--- src/rtl/cpu_pkg.sv ---
// Shared types and helpers for the interrupt controller.
// Holds the FSM state enum, source count and priority encoder.
package cpu_pkg;

    localparam int NUM_IRQ = 4;
    localparam int ID_W    = 2;

    typedef enum logic [1:0] {
        IDLE    = 2'd0,
        REQ     = 2'd1,
        SERVICE = 2'd2
    } state_e;

    // Lowest set index wins.
    function automatic logic [ID_W-1:0] prio_enc(
        input logic [NUM_IRQ-1:0] v
    );
        logic [ID_W-1:0] r;
        r = '0;
        for (int i = NUM_IRQ - 1; i >= 0; i--) begin
            if (v[i]) r = ID_W'(i);
        end
        return r;
    endfunction

endpackage

--- src/rtl/intr_ctrl_if.sv ---
// Bundle between the control unit (master) and intr_ctrl (slave).
// Ports: irq, ie, gie_set/gie_clr, int_ack, reti in; int_req/vec/id, in_service, pending out.
interface intr_ctrl_if
    import cpu_pkg::*;
#(
    parameter int PC_W = 10
);
    logic [NUM_IRQ-1:0] irq;
    logic [NUM_IRQ-1:0] ie;
    logic               gie_set;
    logic               gie_clr;
    logic               int_ack;
    logic               reti;
    logic               int_req;
    logic [PC_W-1:0]    int_vec;
    logic [ID_W-1:0]    int_id;
    logic               in_service;
    logic [NUM_IRQ-1:0] pending;

    modport master (
        output irq, ie, gie_set, gie_clr, int_ack, reti,
        input  int_req, int_vec, int_id, in_service, pending
    );

    modport slave (
        input  irq, ie, gie_set, gie_clr, int_ack, reti,
        output int_req, int_vec, int_id, in_service, pending
    );

endinterface

--- src/rtl/intr_ctrl_irq_pend.sv ---
// Rising-edge detection and latched pending flags per source.
// Ports: clk, reset, irq in, clr/clr_id (ack of one source) in, pending out.
module irq_pend
    import cpu_pkg::*;
(
    input  logic               clk,
    input  logic               reset,
    input  logic [NUM_IRQ-1:0] irq,
    input  logic               clr,
    input  logic [ID_W-1:0]    clr_id,
    output logic [NUM_IRQ-1:0] pending
);

    logic [NUM_IRQ-1:0] irq_q;
    logic [NUM_IRQ-1:0] rise;
    logic [NUM_IRQ-1:0] clr_mask;

    // History resets to 0 so a line held high across reset counts as an edge.
    assign rise     = irq & ~irq_q;
    assign clr_mask = clr ? (NUM_IRQ'(1) << clr_id) : '0;

    // A new edge in the ack cycle overrides the clear.
    always_ff @(posedge clk) begin
        if (reset) begin
            irq_q   <= '0;
            pending <= '0;
        end else begin
            irq_q   <= irq;
            pending <= (pending & ~clr_mask) | rise;
        end
    end

endmodule

--- src/rtl/intr_ctrl.sv ---
// Interrupt controller: IDLE/REQ/SERVICE sequencing, global enable, vectoring.
// Ports: clk, reset (sync, active-high), bus (intr_ctrl_if.slave).
module intr_ctrl
    import cpu_pkg::*;
#(
    parameter int              PC_W     = 10,
    parameter logic [PC_W-1:0] VEC_BASE = PC_W'(10'h3FC)
)(
    input  logic        clk,
    input  logic        reset,
    intr_ctrl_if.slave  bus
);

    state_e             state;
    logic               gie;
    logic [ID_W-1:0]    id_q;
    logic [NUM_IRQ-1:0] pend;
    logic [NUM_IRQ-1:0] eligible;
    logic               ack_take;
    logic               reti_take;

    // Strobes only act in their own state.
    assign ack_take  = (state == REQ) && bus.int_ack;
    assign reti_take = (state == SERVICE) && bus.reti;
    assign eligible  = pend & bus.ie;

    irq_pend u_pend (
        .clk     (clk),
        .reset   (reset),
        .irq     (bus.irq),
        .clr     (ack_take),
        .clr_id  (id_q),
        .pending (pend)
    );

    always_ff @(posedge clk) begin
        if (reset) begin
            state <= IDLE;
            id_q  <= '0;
        end else begin
            unique case (state)
                IDLE: begin
                    if (gie && (|eligible)) begin
                        state <= REQ;
                        id_q  <= prio_enc(eligible);
                    end
                end
                REQ: begin
                    if (bus.int_ack)      state <= SERVICE;
                    else if (bus.gie_clr) state <= IDLE;
                end
                SERVICE: begin
                    if (bus.reti) state <= IDLE;
                end
                default: state <= IDLE;
            endcase
        end
    end

    // Clears (ack, DI) dominate sets (EI, reti).
    always_ff @(posedge clk) begin
        if (reset) begin
            gie <= 1'b0;
        end else if (ack_take || bus.gie_clr) begin
            gie <= 1'b0;
        end else if (bus.gie_set || reti_take) begin
            gie <= 1'b1;
        end
    end

    assign bus.int_req    = (state == REQ);
    assign bus.in_service = (state == SERVICE);
    assign bus.int_id     = id_q;
    assign bus.pending    = pend;
    assign bus.int_vec    = reset ? VEC_BASE
                                  : VEC_BASE + PC_W'(id_q);

endmodule

--- src/flat_wrapper.sv ---
// flat-port wrapper written by rule: the top's interface ports become plain ports
module intr_ctrl_flat import cpu_pkg::*;
#(
    parameter int              PC_W     = 10,
    parameter logic [PC_W-1:0] VEC_BASE = PC_W'(10'h3FC)
)
  (clk, reset, bus_irq, bus_ie, bus_gie_set, bus_gie_clr, bus_int_ack, bus_reti, bus_int_req, bus_int_vec, bus_int_id, bus_in_service, bus_pending);
  intr_ctrl_if #(.PC_W(PC_W)) bus_i ();
  input  logic clk;
  input  logic reset;
  input wire logic [$bits(bus_i.irq)-1:0] bus_irq;
  input wire logic [$bits(bus_i.ie)-1:0] bus_ie;
  input wire logic [$bits(bus_i.gie_set)-1:0] bus_gie_set;
  input wire logic [$bits(bus_i.gie_clr)-1:0] bus_gie_clr;
  input wire logic [$bits(bus_i.int_ack)-1:0] bus_int_ack;
  input wire logic [$bits(bus_i.reti)-1:0] bus_reti;
  output wire logic [$bits(bus_i.int_req)-1:0] bus_int_req;
  output wire logic [$bits(bus_i.int_vec)-1:0] bus_int_vec;
  output wire logic [$bits(bus_i.int_id)-1:0] bus_int_id;
  output wire logic [$bits(bus_i.in_service)-1:0] bus_in_service;
  output wire logic [$bits(bus_i.pending)-1:0] bus_pending;
  assign bus_i.irq = bus_irq;
  assign bus_i.ie = bus_ie;
  assign bus_i.gie_set = bus_gie_set;
  assign bus_i.gie_clr = bus_gie_clr;
  assign bus_i.int_ack = bus_int_ack;
  assign bus_i.reti = bus_reti;
  assign bus_int_req = bus_i.int_req;
  assign bus_int_vec = bus_i.int_vec;
  assign bus_int_id = bus_i.int_id;
  assign bus_in_service = bus_i.in_service;
  assign bus_pending = bus_i.pending;
  intr_ctrl #(.PC_W(PC_W), .VEC_BASE(VEC_BASE)) u_core (.clk(clk), .reset(reset), .bus(bus_i));
endmodule
--- config.mk ---
export PLATFORM = sky130hd
export DESIGN_NAME = intr_ctrl_flat
export DESIGN_NICKNAME = d
export VERILOG_FILES = /design/src/rtl/cpu_pkg.sv /design/src/rtl/intr_ctrl_if.sv /design/src/rtl/intr_ctrl_irq_pend.sv /design/src/rtl/intr_ctrl.sv /design/src/flat_wrapper.sv
export SDC_FILE = /design/constraint.sdc
export NUM_CORES = 1
export LEC_CHECK = 0
export CAP_MARGIN = 5
export CORE_UTILIZATION = 23
export CTS_CLUSTER_SIZE = 28
export DETAILED_ROUTE_END_ITERATION = 7
export PLACE_DENSITY = 0.5
export SYNTH_ARGS = -nofsm -noshare
export SYNTH_HDL_FRONTEND = slang
export SYNTH_HIERARCHICAL = 1
export SYNTH_SLANG_ARGS = --single-unit
--- constraint.sdc ---
create_clock -name clk -period 2 [get_ports clk]
set_clock_uncertainty 0.05 [all_clocks]
set_input_delay 0.4 -clock clk [delete_from_list [all_inputs] [get_ports clk]]
set_output_delay 0.4 -clock clk [all_outputs]
set_load 0.02 [all_outputs]
# After elaboration in Yosys (flattened, before gate mapping)
# Cells that the tools add are included.
[op_classes]
mul = 0
eq_ne = 5
n_addsub = 1
n_shift = 1
div_mod_pow = 0
reduce_logical = 10
muxes = 11
order_cmp = 0
bitwise_logic = 6
[ops]
columns = ["op", "count"]
rows = [
  ["2-bit 2-to-1 mux", 8],
  ["4-bit bitwise AND", 3],
  ["10-bit 2-to-1 mux", 1],
  ["4-bit inverter", 2],
  ["2-bit case mux with 3 select lines", 1],
  ["3-bit by 3-bit adder with 4-bit output, first input constant", 1],
  ["4-bit 2-to-1 mux", 1],
  ["4-bit OR", 1],
  ["4-bit OR reduction", 1],
  ["1-bit by 2-bit left shift with 4-bit output, first input constant", 1],
  ["1-bit logical AND", 3],
  ["3-bit inequality test, second input constant", 1],
  ["3-bit AND reduction", 1],
  ["2-bit by 1-bit == test with 1-bit output, second input constant", 1],
  ["2-bit == test, second input constant", 1],
  ["2-bit zero test", 1],
  ["1-bit logical OR", 2],
  ["2-bit by 1-bit inequality test with 1-bit output, second input constant", 1],
  ["2-bit inequality test, second input constant", 1],
  ["2-bit AND reduction", 1],
  ["2-bit OR reduction", 1],
]
[word_totals]
latch_bits = 0
memories = 0
wordCells = 39
mem_bits_rw = 0
reg_bits = 13
rom_bits = 0

# Longest topological paths before layout
# Gate-level depths: netlist of run 1.
[depth]
depth_word = 6
depth_mapped = 5

# Hierarchy
# Netlist of run 1, hierarchy kept.
[modules_own_cells]
columns = ["module", "instances", "area_each_um2", "cells_per_inst"]
rows = [
  ["intr_ctrl", 1, 355.3, 41],
  ["irq_pend", 1, 271.5, 28],
]

# Least setup slack after synthesis of run 1
# Ideal clock, no wire load.
[synth_timing]
path_kind = "flip-flop to flip-flop"
start = "register u_core.state[0]"
end = "register u_core.u_pend.pending[1]"
required_time_ns = 1.831
path_buffers = 0
period_less_slack_ns = 1.508
setup_ns = 0.119
path_stages_with_launch = 6
t_arrival_ns = 1.338
path_slack_ns = 0.492
path_cell_list = "dfxtp_1 > nor2b_1 > and2_1 > nand2_1 > o21ai_0 > a21oi_1"
[synth_between]
elab_chain_len = 6
[synth_lines]
columns = ["item", "line", "source"]
rows = [
  ["start, declared", "intr_ctrl.sv:14", "state_e state;"],
  ["start signal, assigned", "intr_ctrl.sv:38", "state <= IDLE;"],
  ["start signal, assigned", "intr_ctrl.sv:44", "state <= REQ;"],
  ["start signal, assigned", "intr_ctrl.sv:49", "if (bus.int_ack) state <= SERVICE;"],
  ["2-bit by 1-bit == test with 1-bit output", "n/a", ""],
  ["named net bus_int_req", "flat_wrapper.sv:17", "output wire logic [$bits(bus_i.int_req)-1:0] bus_int_req;"],
  ["1-bit logical AND", "intr_ctrl.sv:23", "assign ack_take = (state == REQ) && bus.int_ack;"],
  ["named net u_core.ack_take", "intr_ctrl.sv:19", "logic ack_take;"],
  ["4-bit 2-to-1 mux", "intr_ctrl_irq_pend.sv:20", "assign clr_mask = clr ? (NUM_IRQ'(1) << clr_id) : '0;"],
  ["4-bit inverter", "intr_ctrl_irq_pend.sv:29", "pending <= (pending & ~clr_mask) | rise;"],
  ["4-bit bitwise AND", "intr_ctrl_irq_pend.sv:29", ""],
  ["4-bit OR", "intr_ctrl_irq_pend.sv:29", ""],
  ["end signal, assigned", "intr_ctrl_irq_pend.sv:29", ""],
  ["end, declared", "intr_ctrl_irq_pend.sv:11", "output logic [NUM_IRQ-1:0] pending"],
]
# The timed path passes the listed nets, and every way through them passes these cells.
# A chain may end at the register's enable or synchronous reset.

# Worst setup path in the final report of run 1
[layout_timing]
start = "input reset"
end = "output bus_int_vec[1]"
[layout_between]
elab_chain_len = 1
[layout_lines]
columns = ["item", "line", "source"]
rows = [
  ["start, declared", "flat_wrapper.sv:10", "input logic reset;"],
  ["10-bit 2-to-1 mux", "intr_ctrl.sv:75", "assign bus.int_vec = reset ? VEC_BASE"],
  ["end, declared", "flat_wrapper.sv:18", "output wire logic [$bits(bus_i.int_vec)-1:0] bus_int_vec;"],
]
# No other way between the ends.

==> impl_metrics.tcl, run 1 <==
set metrics [dict create \
    gp_congestion 0.7069 \
    rr_startpoint "u_core/state[0]" \
    fin_cells 127 \
    clock.fmax_mhz 548.0 \
    whs_ns 0.4387 \
    r2r_cells 5 \
    drive_above_1_share 0.1134 \
    route.antenna.remaining_nets 0 \
    grt_max_degree 13 \
    areaGrowthSynthToFinish_pct 43.31 \
    port-buffer-count 23 \
    synth-seq-cells 13 \
    syn_inst 69 \
    vias_per_cell 4.142 \
    insertion_delay_ns 0.27 \
    synth_seq_area_share 0.4152 \
    worstPathMaxFanout 3 \
    syn_area_per_cell_um2 9.085 \
    crit_path_end_kind "output port" \
    cap_violations 0 \
    post_cts_buffers 0 \
    cts_num_sinks 13 \
    power_w 0.0005534 \
    hold_path.class "flip-flop to flip-flop" \
    cts_buffer_depth 2 \
    dpl.hpwl_um 1047 \
    dr.pass1.iters 2 \
    worstReg2RegEnd "u_core/u_pend/pending[3]" \
    vdd_drop_max_mv 0.3123 \
    place_inst 123 \
    synthArstFlopShare 0 \
    rows 18 \
    drc 0 \
    cts.clk_slew.worst_paths_ns 0.08 \
    final_nets 112 \
    grt_pass1_vias 499 \
    dieWidth_um 54.21 \
    n_fill_cell 283 \
    synth_ff_type "dfxtp_1" \
    critical_path_arrival_ns 1.37 \
    yosysWarnings 6 \
    power.density_nw_per_um2 616.0 \
    cp-endpoint "bus_int_vec[1]" \
    min_period_over_period 0.9123 \
    slew_viol_final 0 \
    num_antenna_cells 0 \
    grt_pass1_wl_um 2076 \
    track_usage 0.1025 \
    yosysTopAreaCellShare 0.4152 \
    vias 526 \
    coreArea_um2 2522 \
    start_kind "primary input" \
    power.leakage_nw 0.3637 \
    crit_type "primary input to output port" \
    setup_viol 0 \
    routedWlPerCell_um 10.67 \
    root_buffer "clkbuf_4" \
    yosys.area.top_type "dfxtp_1" \
    antenna_found_initial 0 \
    gr-total-overflow 0 \
    ys_types 23 \
    netlist_top_cells_area "dfxtp_1 (42%), buf_4 (9.6%), nor2b_1 (9.0%), a21oi_1 (4.8%), a2111oi_4 (4.4%)" \
    final_hold_viol_count 0 \
    ctsHtreeMaxLevel 1 \
    drtIter0Drc 8 \
    die_y_um 54.21 \
    io-pin-count 32 \
    die_area_um2 2938 \
    hold_buffers 0 \
    synth-edff-count 0 \
    cts_tree "done" \
    crit_start "reset" \
    syn-cell-area_um2 626.9 \
    start_util 0.2485 \
    rsz0062_at_grt "no" \
    numCtsBuffers 3 \
    period_needed_ns 1.825 \
    required_ns 1.55 \
    reg2reg_slack_ns 0.59 \
    outcome "finished, final reports clean" \
    routed_wl_um 1355 \
    tns_ns 0 \
]
per-stage QoR:
step | instance area [µm²] | util | setup WS, ns
final | 898.4 | 0.3562 | 0.1753
after CTS | 898.4 | 0.3562 | 0.1504
after floorplan | 653.1 | - | 0.4925
after global routing | 898.4 | 0.3562 | 0.1012
after global placement | 875.8 | 0.3472 | -0.1065
after detailed placement | 875.8 | 0.3472 | -0.1077
layer usage:
metal  vias up  part of all wire  GRT usage  wire length, µm
met5         -                 0          0                0
met4         0                 0    0.03846                0
met3         0             0.075    0.02825              102
met2        22              0.46     0.1707              625
met1       229              0.46     0.1235              627
li1        275                 -          -                -
logic make-up (layout without fill, tap and decap cells):
kind of cell / Yosys count / after routing / synth area share
simple gates: 30 / 30 / 0.2675
compound gates: 14 / 14 / 0.1796
other cells: 1 / 8 / 0.005982
flops: 13 / 13 / 0.4152
buf+inv: 10 / 31 / 0.1078
mux: 1 / 1 / 0.02395
sequential cells by signal, indices dropped and copies added, names as in the netlist:
| name | flops |
|---|---|
| u_core/u_pend/irq_q | 4 |
| u_core/state | 2 |
| u_core/bus.int_id | 2 |
| u_core/gie | 1 |
| u_core/u_pend/pending | 4 |
cell type report:
type                            count  area, µm²  area share
Clock buffer                        3      22.52     0.02507
Clock inverter                      1      5.005    0.005571
Inverter                            2      7.507    0.008357
Multi-Input combinational cell     53      325.3      0.3621
Sequential cell                    13      260.3      0.2897
Tap cell                           30      37.54     0.04178
Timing Repair Buffer               25      240.2      0.2674
power breakdown:
group / total [W] / internal, W / switching [W] / leakage [nW]
sequential: 0.000283 / 0.000272 / 0.0000111 / 0.107
clock: 0.000162 / 0.0000740 / 0.0000884 / 0.0177
combinational: 0.000108 / 0.0000554 / 0.0000526 / 0.239
total: 0.000553 / 0.000401 / 0.000152 / 0.364
worst max-delay path, cell delays in order:
cell and delay (ns):
clkdlybuf4s50_1 0.43, nand2b_1 0.17, inv_1 0.05, dlygate4sd2_1 0.32
Yosys cell counts (2+ instances only):
| cell | n |
|---|---|
| nor4_1 | 2 |
| buf_4 | 8 |
| inv_1 | 2 |
| a21oi_1 | 6 |
| o21ai_1 | 2 |
| a22oi_2 | 2 |
| nor2_1 | 5 |
| nor2b_1 | 9 |
| nand3_1 | 3 |
| dfxtp_1 | 13 |
| nand2b_1 | 3 |
| nand2_1 | 3 |
timing repair:
item / in CTS / in global routing
resized for setup: 4 / 0
hold endpoints to repair: 0 / 0
setup endpoints to repair: 4 / 0
how the worst min path moves through the flow:
stage | depth (start not counted) | to | startpoint | slack, ns
5_1_grt | 2 | u_core/u_pend/pending[0] | u_core/u_pend/irq_q[0] | 0.46
3_5_place_dp | 2 | u_core/u_pend/pending[0] | u_core/u_pend/irq_q[0] | 0.43
4_1_cts | 2 | u_core/u_pend/pending[0] | u_core/u_pend/irq_q[0] | 0.44
6_report | 2 | u_core/u_pend/pending[0] | u_core/u_pend/irq_q[0] | 0.44
2_1_floorplan | 2 | u_core/u_pend/pending[0] | u_core/u_pend/irq_q[0] | 0.40
3_3_place_gp | 2 | u_core/u_pend/pending[0] | u_core/u_pend/irq_q[0] | 0.43
cells in the final DEF, fill, tap and decap left out:
cell type	count
nor2_1	5
dlygate4sd2_1	4
nor3_1	1
nand2b_1	3
a22oi_2	2
a211oi_1	1
and2_1	1
a2111oi_4	1
clkbuf_4	3
o21ai_0	1
nand3_1	3
nor4_1	2
mux2_4	1
clkdlybuf4s50_1	19
conb_1	8
nand3b_1	1
nor2b_1	9
inv_1	2
a21oi_1	6
or2b_1	1
and2b_2	1
a21boi_0	1
nand2_1	3
clkinv_2	1
o21ai_1	2
buf_4	2
dfxtp_1	13
(Power assumes the default switching activity.)
==> run 2: changes to the inputs <==
--- a/config.mk
+++ b/config.mk
@@ -6,6 +6,7 @@
 export NUM_CORES = 1
 export LEC_CHECK = 0
 export CAP_MARGIN = 5
+export CORE_MARGIN = 1.5
 export CORE_UTILIZATION = 23
 export CTS_CLUSTER_SIZE = 28
 export DETAILED_ROUTE_END_ITERATION = 7
==> run 2 against run 1 <==
Net effect:
- combinational power hardly changed
- non-clock buffer count increased by 1
- critical endpoint unchanged
- cell area increased by 0.70%
- highest routed layer unchanged
- routed wire length down 2.2%
- via count up 2.9%
- utilization increased by 0.25 points
- critical path depth unchanged
- global-route usage shrank 1.2 points
- clock power about the same
- count of clock-buffer cells in the layout increased by 1
- final cell count is 0.79% higher
- worst setup slack lost 0.037 ns
==> impl_metrics.tcl, run 2 (synthesis gave the netlist of run 1 again) <==
set metrics [dict create \
    critical_path_arrival_ns 1.41 \
    vias 541 \
    crit_type "primary input to output port" \
    rows 18 \
    cts_buffer_depth 2 \
    insertion_delay_ns 0.27 \
    r2r_cells 5 \
    cp_slowest_cell "clkdlybuf4s50_1" \
    track_usage 0.09033 \
    clock.fmax_mhz 537.0 \
    worstPathMaxFanout 4 \
    outcome "finished, final reports clean" \
    vdd_drop_max_mv 0.4313 \
    n_fill_cell 275 \
    pwr-share-seq 0.509 \
    routed_wl_um 1325 \
    gp_congestion 0.6972 \
    min_path_cells 2 \
    worstReg2RegEnd "u_core/u_pend/pending[3]" \
    grt_pass1_wl_um 2180 \
    most-common-layout-cells "clkdlybuf4s50_1 (19), dfxtp_1 (13), nor2b_1 (9), conb_1 (8), a21oi_1 (6)" \
    dr.pass1.iters 4 \
    p_switching_w 0.0001498 \
    met2_length_um 634 \
    port-buffer-count 23 \
    gr-total-overflow 0 \
    setup_slack_ns 0.1380 \
    routedWlPerCell_um 10.35 \
    coreArea_um2 2522 \
    clkPwrFrac 0.294 \
    drc 0 \
    cts.clk_slew.worst_paths_ns 0.08 \
    grt_pass1_vias 490 \
    power.leakage_nw 0.3657 \
    crit_path_end_kind "output port" \
    rsz0062_at_grt "no" \
    cap_violations 0 \
    io-pin-count 32 \
    reg2reg_slack_ns 0.59 \
    final_nets 113 \
    highest_layer "met3" \
    start_util 0.2485 \
    critPathMaxStageDelay_ns 0.46 \
    dpl.hpwl_um 1062 \
    layout_commonest_cell "clkdlybuf4s50_1" \
    areaGrowthSynthToFinish_pct 44.31 \
    wl_met3_um 94 \
    reg.largest.list "u_core/u_pend/irq_q x4, u_core/u_pend/pending x4" \
    cts_tree "done" \
    die_y_um 55.21 \
    place_inst 124 \
    dieWidth_um 55.21 \
    netSwitchingFraction 0.2696 \
    required_ns 1.55 \
    hold_path.startpoint "u_core/u_pend/irq_q[0]" \
    wl_met1_um 596 \
    fin_cells 128 \
    crit_family "buffers and inverters" \
    final_hold_viol_count 0 \
    power.density_nw_per_um2 614.3 \
    drtIter0Drc 12 \
    route.antenna.remaining_nets 0 \
    cts_num_sinks 13 \
    period_needed_ns 1.862 \
    drive_above_1_share 0.1122 \
    slew_viol_final 0 \
    rr_startpoint "u_core/state[0]" \
    path_cells "clkdlybuf4s50_1, nand2b_1, inv_1, dlygate4sd2_1" \
    antenna_found_initial 0 \
    ctsHtreeMaxLevel 1 \
    numCtsBuffers 3 \
    internal_power_w 0.0004059 \
    vias_per_cell 4.227 \
    hold_path.class "flip-flop to flip-flop" \
    root_buffer "clkbuf_4" \
    pre_cts_slack_ns -0.1440 \
    crit_buf_inv 3 \
    grt_max_degree 8 \
    num_antenna_cells 0 \
    start_kind "primary input" \
    die_area_um2 3048 \
    setup_viol 0 \
    min_period_over_period 0.9310 \
    min_to "u_core/u_pend/pending[0]" \
    power_frac_comb 0.198 \
]
-- run 2: cell count changes in the layout (fill, tap and decap cells not counted), sizes merged --
cell,previous run,this run
clkinv,1,0
buf,2,3
clkbuf,3,4
-- run 2: cell type report --
class	count	area [µm²]	area share
multi-input cells	53	325.3	0.3596
flip-flops and latches	13	260.3	0.2877
repair buffers	26	247.7	0.2739
well taps	30	37.54	0.04149
clock buffers	4	26.28	0.02905
inverters	2	7.507	0.008299
-- run 2: power by group through the flow --
stage,clock network (W),logic [W],registers [W]
detailed placement,0,0.000111,0.000289
global route,0.000182,0.000119,0.000285
global placement,0,0.000111,0.000289
CTS,0.000167,0.000111,0.000283
finish,0.000163,0.000110,0.000283
floorplan,0,0.0000575,0.000296
-- run 2: how the worst max path moves through the flow --
stage | start | end | slack, ns | cells past startpoint
after floorplan | u_core/state[0] | u_core/u_pend/pending[1] | 0.49 | 5
after global placement | reset | bus_int_vec[1] | -0.13 | 4
after detailed placement | reset | bus_int_vec[1] | -0.14 | 4
after CTS | reset | bus_int_vec[1] | 0.13 | 4
after global routing | reset | bus_int_vec[1] | 0.04 | 4
final | reset | bus_int_vec[1] | 0.14 | 4
-- run 2: worst reg2reg max path: cells and delay by family (launching register included) --
kind             cells  cell delay (ns)
flip-flops           1             0.41
AO/OA/AOI/OAI        1             0.17
AND/OR/NAND/NOR      4             0.69
-- run 2: layer usage --
layer  up-vias  global-route usage
li1        277                   -
met1       241              0.1101
met2        23              0.1446
met3         0             0.04215
met4         0             0.02091
met5         -                   0
-- run 2: stage by stage --
stage | hold WS (ns) | util | total power, W | instance area, µm² | setup TNS [ns]
global placement | 0.4285 | 0.3502 | 0.0003997 | 883.3 | -0.2169
global route | 0.4560 | 0.3586 | 0.0005856 | 904.6 | 0
CTS | 0.4427 | 0.3586 | 0.0005611 | 904.6 | 0
floorplan | 0.4026 | - | 0.0003532 | 653.1 | 0
detailed placement | 0.4310 | 0.3502 | 0.0004005 | 883.3 | -0.2639
finish | 0.4364 | 0.3586 | 0.0005557 | 904.6 | 0
-- run 2: what timing repair did --
action	4_1_cts	5_1_grt
hold buffers	0	0
resized for setup	4	0
endpoints found under the setup margin	4	0
setup buffers	0	0
==> run 3: changes to the inputs <==
--- a/config.mk
+++ b/config.mk
@@ -8,6 +8,7 @@
 export CAP_MARGIN = 5
 export CORE_MARGIN = 1.5
 export CORE_UTILIZATION = 23
+export CTS_BUF_LIST = sky130_fd_sc_hd__clkbuf_8
 export CTS_CLUSTER_SIZE = 28
 export DETAILED_ROUTE_END_ITERATION = 7
 export PLACE_DENSITY = 0.5
==> run 3 against run 2 <==
Net effect:
- count of clock-buffer cells in the layout is 1 lower
- fmax about the same
- critical endpoint unchanged
- clock power up 39%
- largest power group unchanged
- worst setup slack gained 0.0010 ns
- first-iteration DRC count is 33% lower
- critical path depth unchanged
- routed wire length about the same
==> impl_metrics.tcl, run 3 (synthesis gave the netlist of run 1 again) <==
set metrics [dict create \
    grtUsageMet1 0.1101 \
    most-common-layout-cells "clkdlybuf4s50_1 (19), dfxtp_1 (13), nor2b_1 (9), conb_1 (8), a21oi_1 (6)" \
    port-buffer-count 23 \
    rsz0062_at_grt "no" \
    numCtsBuffers 3 \
    crit_path_end_kind "output port" \
    die_y_um 55.21 \
    grtUsageMet3 0.04215 \
    reg.largest.list "u_core/u_pend/irq_q x4, u_core/u_pend/pending x4" \
    crit_buf_inv 3 \
    netSwitchingFraction 0.2506 \
    critical_path_arrival_ns 1.41 \
    final_area_um2 927.1 \
    p_switching_w 0.0001554 \
    route.antenna.remaining_nets 0 \
    grt_pass1_wl_um 2187 \
    grt-busiest-layer "met2" \
    grt_max_degree 8 \
    pwr-share-seq 0.457 \
    pre_cts_slack_ns -0.1440 \
    worstReg2RegEnd "u_core/u_pend/pending[3]" \
    cap_violations 0 \
    rr_startpoint "u_core/state[0]" \
    gr-total-overflow 0 \
    period_needed_ns 1.861 \
    r2r_cells 5 \
    dpl.hpwl_um 1062 \
    critPathMaxStageDelay_ns 0.46 \
    hold_buffers 0 \
    drtIter0Drc 8 \
    vdd_drop_max_mv 0.4399 \
    power.leakage_nw 0.3914 \
    root_buffer "clkbuf_8" \
    min_path_cells 2 \
    final_nets 113 \
    routedWlPerCell_um 10.36 \
    post_cts_buffers 0 \
    reg2reg_slack_ns 0.58 \
    layout_commonest_cell "clkdlybuf4s50_1" \
    tns_ns 0 \
    drive_above_1_share 0.1122 \
    vias 541 \
    dieWidth_um 55.21 \
    cts_buffer_depth 2 \
    ctsResizeCount 3 \
    postPlaceCellArea_um2 883.3 \
    crit_type "primary input to output port" \
    ctsHtreeMaxLevel 1 \
    worstPathMaxFanout 4 \
    path_cells "clkdlybuf4s50_1, nand2b_1, inv_1, dlygate4sd2_1" \
    grt_pass1_vias 485 \
    insertion_delay_ns 0.24 \
    cts_num_sinks 13 \
    routed_wl_um 1326 \
    track_usage 0.09180 \
    io-pin-count 32 \
    antenna_found_initial 0 \
    setup_slack_ns 0.1390 \
    outcome "finished, final reports clean" \
    min_period_over_period 0.9305 \
    coreArea_um2 2522 \
    rows 18 \
    required_ns 1.55 \
    start_util 0.2485 \
    clock.fmax_mhz 537.3 \
    cts_tree "done" \
    die_area_um2 3048 \
    slew_viol_final 0 \
    internal_power_w 0.0004648 \
    vias_per_cell 4.227 \
    use_met2 0.1446 \
    final_hold_viol_count 0 \
    drc 0 \
    start_kind "primary input" \
    hold_path.startpoint "u_core/u_pend/irq_q[0]" \
    power.density_nw_per_um2 669.0 \
    hold_path.class "flip-flop to flip-flop" \
    min_to "u_core/u_pend/pending[0]" \
    num_antenna_cells 0 \
    setup_viol 0 \
    n_fill_cell 274 \
    power_frac_comb 0.177 \
    gp_congestion 0.6972 \
    cts.clk_slew.worst_paths_ns 0.05 \
    areaGrowthSynthToFinish_pct 47.90 \
    clkPwrFrac 0.366 \
    cp_slowest_cell "clkdlybuf4s50_1" \
    dr.pass1.iters 4 \
    crit_family "buffers and inverters" \
]
## run 3: metrics by stage
stage	hold slack (ns)	power [W]	utilization	std cells
finish	0.4341	0.0006203	0.3676	128
floorplan	0.4026	0.0003532	-	76
CTS	0.4388	0.0006266	0.3666	128
global route	0.4515	0.0006518	0.3676	128
global placement	0.4285	0.0003997	0.3502	124
detailed placement	0.4310	0.0004005	0.3502	124
## run 3: final cells by class
type,count,area [µm²],area share
Timing Repair Buffer,26,251.5,0.2713
Inverter,2,7.507,0.008097
Sequential cell,13,260.3,0.2807
Tap cell,30,37.54,0.04049
Clock inverter,1,3.754,0.004049
Clock buffer,3,41.29,0.04453
Multi-Input combinational cell,53,325.3,0.3509
## run 3: how the worst max path moves through the flow
stage	from	to	slack, ns	cells past startpoint
2_1_floorplan	u_core/state[0]	u_core/u_pend/pending[1]	0.49	5
3_3_place_gp	reset	bus_int_vec[1]	-0.13	4
3_5_place_dp	reset	bus_int_vec[1]	-0.14	4
4_1_cts	u_core/state[1]	bus_in_service	0.02	2
5_1_grt	reset	bus_int_vec[1]	0.04	4
6_report	reset	bus_int_vec[1]	0.14	4
## run 3: worst reg2reg max path, cell delays in order, from the launching register on
cell	delay [ns]
dfxtp_1	0.40
nor2b_1	0.24
and2_1	0.30
nand3_1	0.11
a21oi_1	0.17
nor2_1	0.05
## run 3: metal layers
layer  up-vias  share of wire
met5         -              0
met4         0         0.0075
li1        280              -
met2        22           0.48
met1       237           0.44
met3         2          0.075
## run 3: power by group through the flow
stage                     combinational, W  clock [W]  sequential (W)
final                             0.000110   0.000227        0.000283
after global routing              0.000119   0.000247        0.000285
after CTS                         0.000111   0.000232        0.000284
after detailed placement          0.000111          0        0.000289
after global placement            0.000111          0        0.000289
after floorplan                  0.0000575          0        0.000296
